[config.mk]
export PLATFORM = sky130hd
export DESIGN_NAME = uart_rx_word
export DESIGN_NICKNAME = d
export VERILOG_FILES = /design/src/rtl/uart_rx_word.sv
export SDC_FILE = /design/constraint.sdc
export NUM_CORES = 1
export LEC_CHECK = 0
export BUFFER_PORTS_ARGS = -buffer_cell sky130_fd_sc_hd__buf_4
export CORE_MARGIN = 4
export CORE_UTILIZATION = 30
export CTS_CLUSTER_SIZE = 20
export DETAILED_ROUTE_END_ITERATION = 7
export PLACE_DENSITY_LB_ADDON = 0.1
export SYNTH_ARGS = -nofsm -noshare
export SYNTH_HDL_FRONTEND = slang
export SYNTH_SLANG_ARGS = --single-unit
[constraint.sdc]
create_clock -name clk -period 5.2 [get_ports clk]
set_input_delay 1.04 -clock clk [delete_from_list [all_inputs] [get_ports clk]]
set_output_delay 1.04 -clock clk [all_outputs]
set_load 0.005 [all_outputs]
[src/rtl/uart_rx_word.sv]
// uart_rx_word: 8N1 serial receiver with mid-bit sampling, byte reporting and
// pairing of bytes into 16-bit words (low byte first) behind a valid/ack handshake.
module uart_rx_word #(
    parameter int CLKS_PER_BIT = 434
) (
    input  logic        clk,
    input  logic        rst,
    input  logic        serial_in,
    input  logic        rd_en,
    output logic [7:0]  byte_out,
    output logic        byte_valid,
    output logic [15:0] data_out,
    output logic        word_valid,
    output logic        overrun,
    output logic        frame_err,
    output logic        busy
);

    localparam int CNT_W = (CLKS_PER_BIT > 1) ? $clog2(CLKS_PER_BIT) : 1;
    localparam logic [CNT_W-1:0] BIT_END  = CNT_W'(CLKS_PER_BIT - 1);
    localparam logic [CNT_W-1:0] HALF_END = CNT_W'((CLKS_PER_BIT - 1) / 2);

    typedef enum logic [1:0] {S_IDLE, S_START, S_DATA, S_STOP} state_t;

    state_t           r_state, w_state_nxt;
    logic             r_sync1, r_sync2;
    logic             w_rx_s;
    logic [CNT_W-1:0] r_cnt, w_cnt_nxt;
    logic [2:0]       r_idx, w_idx_nxt;
    logic [7:0]       r_shift, w_shift_nxt;
    logic             w_byte_done;
    logic             w_frame_bad;
    logic             w_word_done;
    logic             r_hi;
    logic [7:0]       r_low;

    assign w_rx_s      = r_sync2;
    assign busy        = (r_state != S_IDLE);
    assign w_word_done = w_byte_done & r_hi;

    // Two-flop synchroniser; resets to the idle (high) line level so release never fakes a start bit.
    always_ff @(posedge clk or negedge rst) begin
        if (!rst) begin
            r_sync1 <= 1'b1;
            r_sync2 <= 1'b1;
        end else begin
            r_sync1 <= serial_in;
            r_sync2 <= r_sync1;
        end
    end

    // Receiver state, bit-timing counter, bit index and shift register.
    always_ff @(posedge clk or negedge rst) begin
        if (!rst) begin
            r_state <= S_IDLE;
            r_cnt   <= '0;
            r_idx   <= '0;
            r_shift <= '0;
        end else begin
            r_state <= w_state_nxt;
            r_cnt   <= w_cnt_nxt;
            r_idx   <= w_idx_nxt;
            r_shift <= w_shift_nxt;
        end
    end

    // Next-state logic: half-bit wait to confirm the start bit, then full-bit steps to each sample point.
    always_comb begin
        w_state_nxt = r_state;
        w_cnt_nxt   = r_cnt + 1'b1;
        w_idx_nxt   = r_idx;
        w_shift_nxt = r_shift;
        w_byte_done = 1'b0;
        w_frame_bad = 1'b0;
        case (r_state)
            S_IDLE: begin
                w_cnt_nxt = '0;
                w_idx_nxt = '0;
                if (!w_rx_s) begin
                    w_state_nxt = S_START;
                end
            end
            S_START: begin
                if (r_cnt == HALF_END) begin
                    w_cnt_nxt   = '0;
                    w_state_nxt = w_rx_s ? S_IDLE : S_DATA;
                end
            end
            S_DATA: begin
                if (r_cnt == BIT_END) begin
                    w_cnt_nxt          = '0;
                    w_shift_nxt[r_idx] = w_rx_s;
                    if (r_idx == 3'd7) begin
                        w_state_nxt = S_STOP;
                    end else begin
                        w_idx_nxt = r_idx + 3'd1;
                    end
                end
            end
            S_STOP: begin
                if (r_cnt == BIT_END) begin
                    w_cnt_nxt   = '0;
                    w_state_nxt = S_IDLE;
                    if (w_rx_s) begin
                        w_byte_done = 1'b1;
                    end else begin
                        w_frame_bad = 1'b1;
                    end
                end
            end
            default: begin
                w_state_nxt = S_IDLE;
                w_cnt_nxt   = '0;
            end
        endcase
    end

    // Byte report and framing-error pulses, one cycle after the stop-bit sample.
    always_ff @(posedge clk or negedge rst) begin
        if (!rst) begin
            byte_out   <= '0;
            byte_valid <= 1'b0;
            frame_err  <= 1'b0;
        end else begin
            byte_valid <= w_byte_done;
            frame_err  <= w_frame_bad;
            if (w_byte_done) begin
                byte_out <= r_shift;
            end
        end
    end

    // Word assembler and consumer handshake; an acknowledge coinciding with a new word avoids overrun.
    always_ff @(posedge clk or negedge rst) begin
        if (!rst) begin
            r_hi       <= 1'b0;
            r_low      <= '0;
            data_out   <= '0;
            word_valid <= 1'b0;
            overrun    <= 1'b0;
        end else begin
            if (w_byte_done) begin
                r_hi <= ~r_hi;
                if (!r_hi) begin
                    r_low <= r_shift;
                end
            end
            if (w_word_done) begin
                data_out   <= {r_shift, r_low};
                word_valid <= 1'b1;
                if (word_valid && !rd_en) begin
                    overrun <= 1'b1;
                end else if (word_valid && rd_en) begin
                    overrun <= 1'b0;
                end
            end else if (rd_en && word_valid) begin
                word_valid <= 1'b0;
                overrun    <= 1'b0;
            end
        end
    end

endmodule

# After elaboration in Yosys (flattened, before gate mapping)

Index checks and enable logic that the tools add are counted.

Output and inout bits: 29
Latch bits: 0
Bits of input ports: 4
RAM bits: 0
Register bits: 61
Memories: 0
Memory bits (read-only): 0

Multiply operators: 0
Order comparisons: 2
Div/mod/pow operators: 0
Equality and inequality tests: 12
$add $sub $neg: 2
Reductions and logical operators: 13
Muxes and demuxes: 27
Shifts and indexed selects: 0
Bitwise gates (word level): 2

Operators by type and width:

| cell                                                                  | number |
|---|---|
| 9-bit one-hot mux with 3 select lines                                 | 1 |
| 9-bit two-way mux                                                     | 2 |
| 1-bit two-way mux                                                     | 12 |
| 2-bit two-way mux                                                     | 6 |
| 2-bit != test, second input constant                                  | 6 |
| 9-bit by 1-bit adder with 9-bit output, second input constant         | 1 |
| 9-bit by 8-bit equality test with 1-bit output, second input constant | 1 |
| 9-bit equality test, second input constant                            | 1 |
| 8-bit bitwise mux                                                     | 1 |
| 2-bit one-hot mux with 4 select lines                                 | 1 |
| 3-bit two-way mux                                                     | 2 |
| 3-bit one-hot mux with 2 select lines                                 | 1 |
| 2-bit nonzero test                                                    | 3 |
| 5-bit AND reduction                                                   | 1 |
| 2-bit equality test, second input constant                            | 2 |
| 3-bit by 4-bit < comparator with 1-bit output, second input constant  | 1 |
| 2-bit AND reduction                                                   | 2 |
| 3-bit by 1-bit adder with 3-bit output, second input constant         | 1 |
| 1-bit demux with 3-bit select                                         | 1 |
| 3-bit equality test, second input constant                            | 1 |
| 3-bit by 1-bit >= comparator with 1-bit output, second input constant | 1 |
| 1-bit logical AND                                                     | 3 |
| 3-bit AND reduction                                                   | 1 |
| 2-bit by 1-bit equality test with 1-bit output, second input constant | 1 |
| 5 further kinds                                                       | 5 |

# Depth between registers and ports, before layout

Depth in word-level cells: 5
Gate-level depth with buffers: 6
Mapped depth without buffers: 5

# Worst setup path before layout

OpenSTA, ideal clock, no wires.

Path kind: register to register
From: register r_cnt[2]
To: register data_out[10]
Arrival: 2.115 ns
Cell stages (with the launch flop): 7
Period minus slack after synthesis: 2.240 ns
Setup slack: 2.960 ns
Setup time: 0.125 ns
Buffers on the path: 3
Cell sequence: dfrtp_1 buf_6 or4b_4 buf_6 nor4_4 buf_6 mux2_4

Longest elaborated chain between the ends: 4

RTL lines:

| what                     | RTL line | RTL |
|---|---|---|
| start: declaration       | 28       | `logic [CNT_W-1:0] r_cnt, w_cnt_nxt;` |
| start signal: assignment | 61       | `r_cnt <= w_cnt_nxt;` |
| 9-bit equality test      | 101      | `if (r_cnt == BIT_END) begin` |
| 1-bit two-way mux        | 101      |  |
| 1-bit two-way mux        | 75       | `case (r_state)` |
| 1-bit bitwise AND        | 39       | `assign w_word_done = w_byte_done & r_hi;` |
| end signal: assignment   | 149      | `data_out <= {r_shift, r_low};` |
| end: declaration         | 12       | `output logic [15:0] data_out,` |

Every way passes these cells.
A chain may end at the register's enable or synchronous reset.

# Worst setup path after layout

From: register r_cnt[1]
To: register data_out[6]

Same word-level chain as after synthesis.

==> impl_metrics.toml <==
[global_routing]
grt_pass1_vias = 1670
grt_max_degree = 62
grt.overflow.total = 0
antenna_found_initial = 0
grt_pass1_wl_mm = 8.776
grt_usage_pct = 11.16

[power_and_ir_drop]
power.density_nw_per_um2 = 265.5
internal_power_uw = 671.9
power.leakage_uw = 0.001531
p_switching_uw = 180.9
pwr-share-comb_pct = 1.3
vdd_drop_max_mv = 0.09462
netSwitchingFraction_pct = 21.21
pwr-share-seq_pct = 56.0
pwr-share-clk_pct = 42.6

[detailed_routing]
drt-wirelength-per-cell_um = 15.91
antenna_left = 0
dr.pass1.iters = 4
drt_iter0_drc = 105
wirelength_mm = 5.456
vias = 1678
drc = 0
viasPerCell = 4.892

[sta]
fin_tns_setup_ps = 0
skew_ps = 6.476
rsz0062_at_grt = "false"
period_needed_ps = 2707
fin_hold_ws_ps = 356.6
worst_pin_slew_ps = 932.6
fmax_mhz = 369.4
worst_slack_ps = 2493
slew_viol_final = 0
post-route-period-util_pct = 52.06
relSlewSlack_pct = 37.66
hold_viol = 0
setup_viol_count_final = 0

[setup_path]
cp_max_fo = 10
crit_arrival_ps = 2920
slowest_stage = "nor4_4"
cpPeakStageDelay_ps = 860
criticalPathCategory = "flip-flop to flip-flop"
path_cells = "inv_1 > ha_1 > nand4_1 > nor4_4 > buf_4 > mux2_2"
end_kind = "flip-flop"
cp.required_ps = 5410
start_kind = "flip-flop"

[place]
hpwl_mm = 3.543
dpl_worst_slack_ps = 2501
gp_congestion = 0.7538
port_buffers = 32

[layout]
nets = 241
fin_util_pct = 36.65
diodes = 0
syn2layout_area_growth_pct = 18.29
drive_above_1_share_pct = 40.00
fillers = 879
multiInputGateArea_um2 = 1111
regArea_um2 = 1529

[cts]
path_clk_slew_ps = 70
clk_latency_ps = 330
htreeDepth = 3
cts-root-buf = "clkbuf_8"
cts_setup_buffers = 0
cts_tree = "built"
cts_buffers = 9
cts_hold_buf = 0
cts_resized = 0
clockBufferDepth = 2
cts_sinks = 61

[run]
drv_cap = 0

[floorplanning]
pin_count = 33
fp.dieArea_um2 = 10640
initial_utilization_pct = 30.98
die_height_um = 103.1
rows = 34
core_um2 = 8763
chipWidth_um = 103.1

[synth]
yosysUniqueCellTypes = 43
syn_area_um2 = 2715
syn-instance-count = 196
seq_area_frac_synth_pct = 56.31
syn-num-nets = 205
ys_seq_elements = 61
async_flop_share_pct = 100.0
synth_flop_cell = "dfrtp_1"
synth_edf_count = 0
syn_area_per_cell_um2 = 13.85
ys_warn_count = 0

[outcome]
outcome = "finished, final reports clean"

[hold_path]
hp-class = "flip-flop to flip-flop"
synthesized netlist by cell type (2+ instances only):
cell      number  area (um^2)
nand3_1        4        20.02
nor4bb_1       2        20.02
nand4b_1       4        35.03
buf_6          3        33.78
a22oi_1        4        30.03
mux2_4         8        120.1
or4_1          2        15.01
ha_1           5        62.56
o311ai_0       6        52.55
o21ai_0        4        20.02
xor2_1         3        26.28
or3_1          3        18.77
nand2_1        8        30.03
dfstp_2        2        52.55
nor4_4         2        42.54
inv_1          6        22.52
dfrtp_1       59         1476
mux2_2        32        360.4
clkbuf_1       5        18.77
nor4b_1        2        17.52
nand4_1        6        37.54
a21oi_1        5        25.02
cell type report:
| class | count | share of cell area [%] |
|---|---|---|
| clock inverters | 1 | 0.2337 |
| multi-input cells | 121 | 34.59 |
| well taps | 108 | 4.207 |
| clock buffers | 13 | 4.947 |
| flip-flops and latches | 61 | 47.60 |
| repair buffers | 33 | 7.713 |
| inverters | 6 | 0.7012 |
placed cells by master (no fill, tap or decap), types with 2 or more instances in the layout:
cell type | synthesis | layout
ha_1 | 5 | 5
nor4_4 | 2 | 2
nor4b_1 | 2 | 2
dfstp_2 | 2 | 2
nand4b_1 | 4 | 4
a22oi_1 | 4 | 4
nor4bb_1 | 2 | 2
clkbuf_1 | 5 | 2
or3_1 | 3 | 3
inv_1 | 6 | 6
nand4_1 | 6 | 6
clkbuf_8 | 0 | 11
o311ai_0 | 6 | 6
xor2_1 | 3 | 3
a21oi_1 | 5 | 5
nand2_1 | 8 | 8
nand3_1 | 4 | 4
buf_4 | 0 | 33
mux2_4 | 8 | 8
o21ai_0 | 4 | 4
dfrtp_1 | 59 | 59
mux2_2 | 32 | 32
or4_1 | 2 | 2
logic make-up after synthesis:
kind of cell	after synthesis	synth area share, %
XOR/XNOR	4	1.291
AO/OA/AOI/OAI	29	7.420
flip-flops	61	56.31
AND/OR/NAND/NOR	43	12.21
buffers and inverters	14	2.765
multiplexers	40	17.70
adder cells (fa/ha/maj)	5	2.304
worst paths after layout:
kind / start / end / slack [ps] / depth (start not counted)
worst max register to register: r_cnt[1]$_DFF_PN0_ / data_out[6]$_DFFE_PN0P_ / 2490 / 6
worst max-delay path: r_cnt[1]$_DFF_PN0_ / data_out[6]$_DFFE_PN0P_ / 2490 / 6
worst min register to register: r_sync1$_DFF_PN1_ / r_sync2$_DFF_PN1_ / 360 / 0
max in group asynchronous: rst / data_out[14]$_DFFE_PN0P_ / 3900 / 1
min in group asynchronous: rst / r_low[3]$_DFFE_PN0P_ / 780 / 1
worst min-delay path: r_sync1$_DFF_PN1_ / r_sync2$_DFF_PN1_ / 360 / 0
flip-flops by register name, indices dropped and copies added (netlist names), named ones only:
register and cells:
r_idx 3, r_shift 8, r_low 8, r_sync1 1, byte_out 8, frame_err 1
r_cnt 9, r_state 1, byte_valid 1, r_hi 1, word_valid 1, data_out 16
r_sync2 1
critical path: cells and delay by family (launching register included):
kind | cells | cell delay (ps)
buffers and inverters | 2 | 420
multiplexers | 1 | 350
adder cells (fa/ha/maj) | 1 | 160
AND/OR/NAND/NOR | 2 | 1270
flip-flops | 1 | 390
per-stage QoR:
step	std cells	power, uW	area, um^2
detailed placement	329	499.0	3045
global route	343	898.4	3212
CTS	343	875.6	3212
global placement	329	499.1	3045
floorplan	196	486.7	2715
finish	343	852.8	3212
routing by layer:
layer	global-route usage (%)	vias to the layer above	wire (um)
met4	5.378	0	74
met2	16.53	42	2506
met3	3.586	6	292
met1	14.73	823	2583
met5	0	-	0
li1	-	807	-
power by group through the flow:
stage	Clock (uW)	Sequential, uW	Combinational (uW)
final	364	478	11.2
after floorplan	0	485	1.40
after global placement	0	487	12.4
after global routing	407	478	13.7
after detailed placement	0	487	12.3
after CTS	386	478	12.3
(Power assumes the default switching activity.)
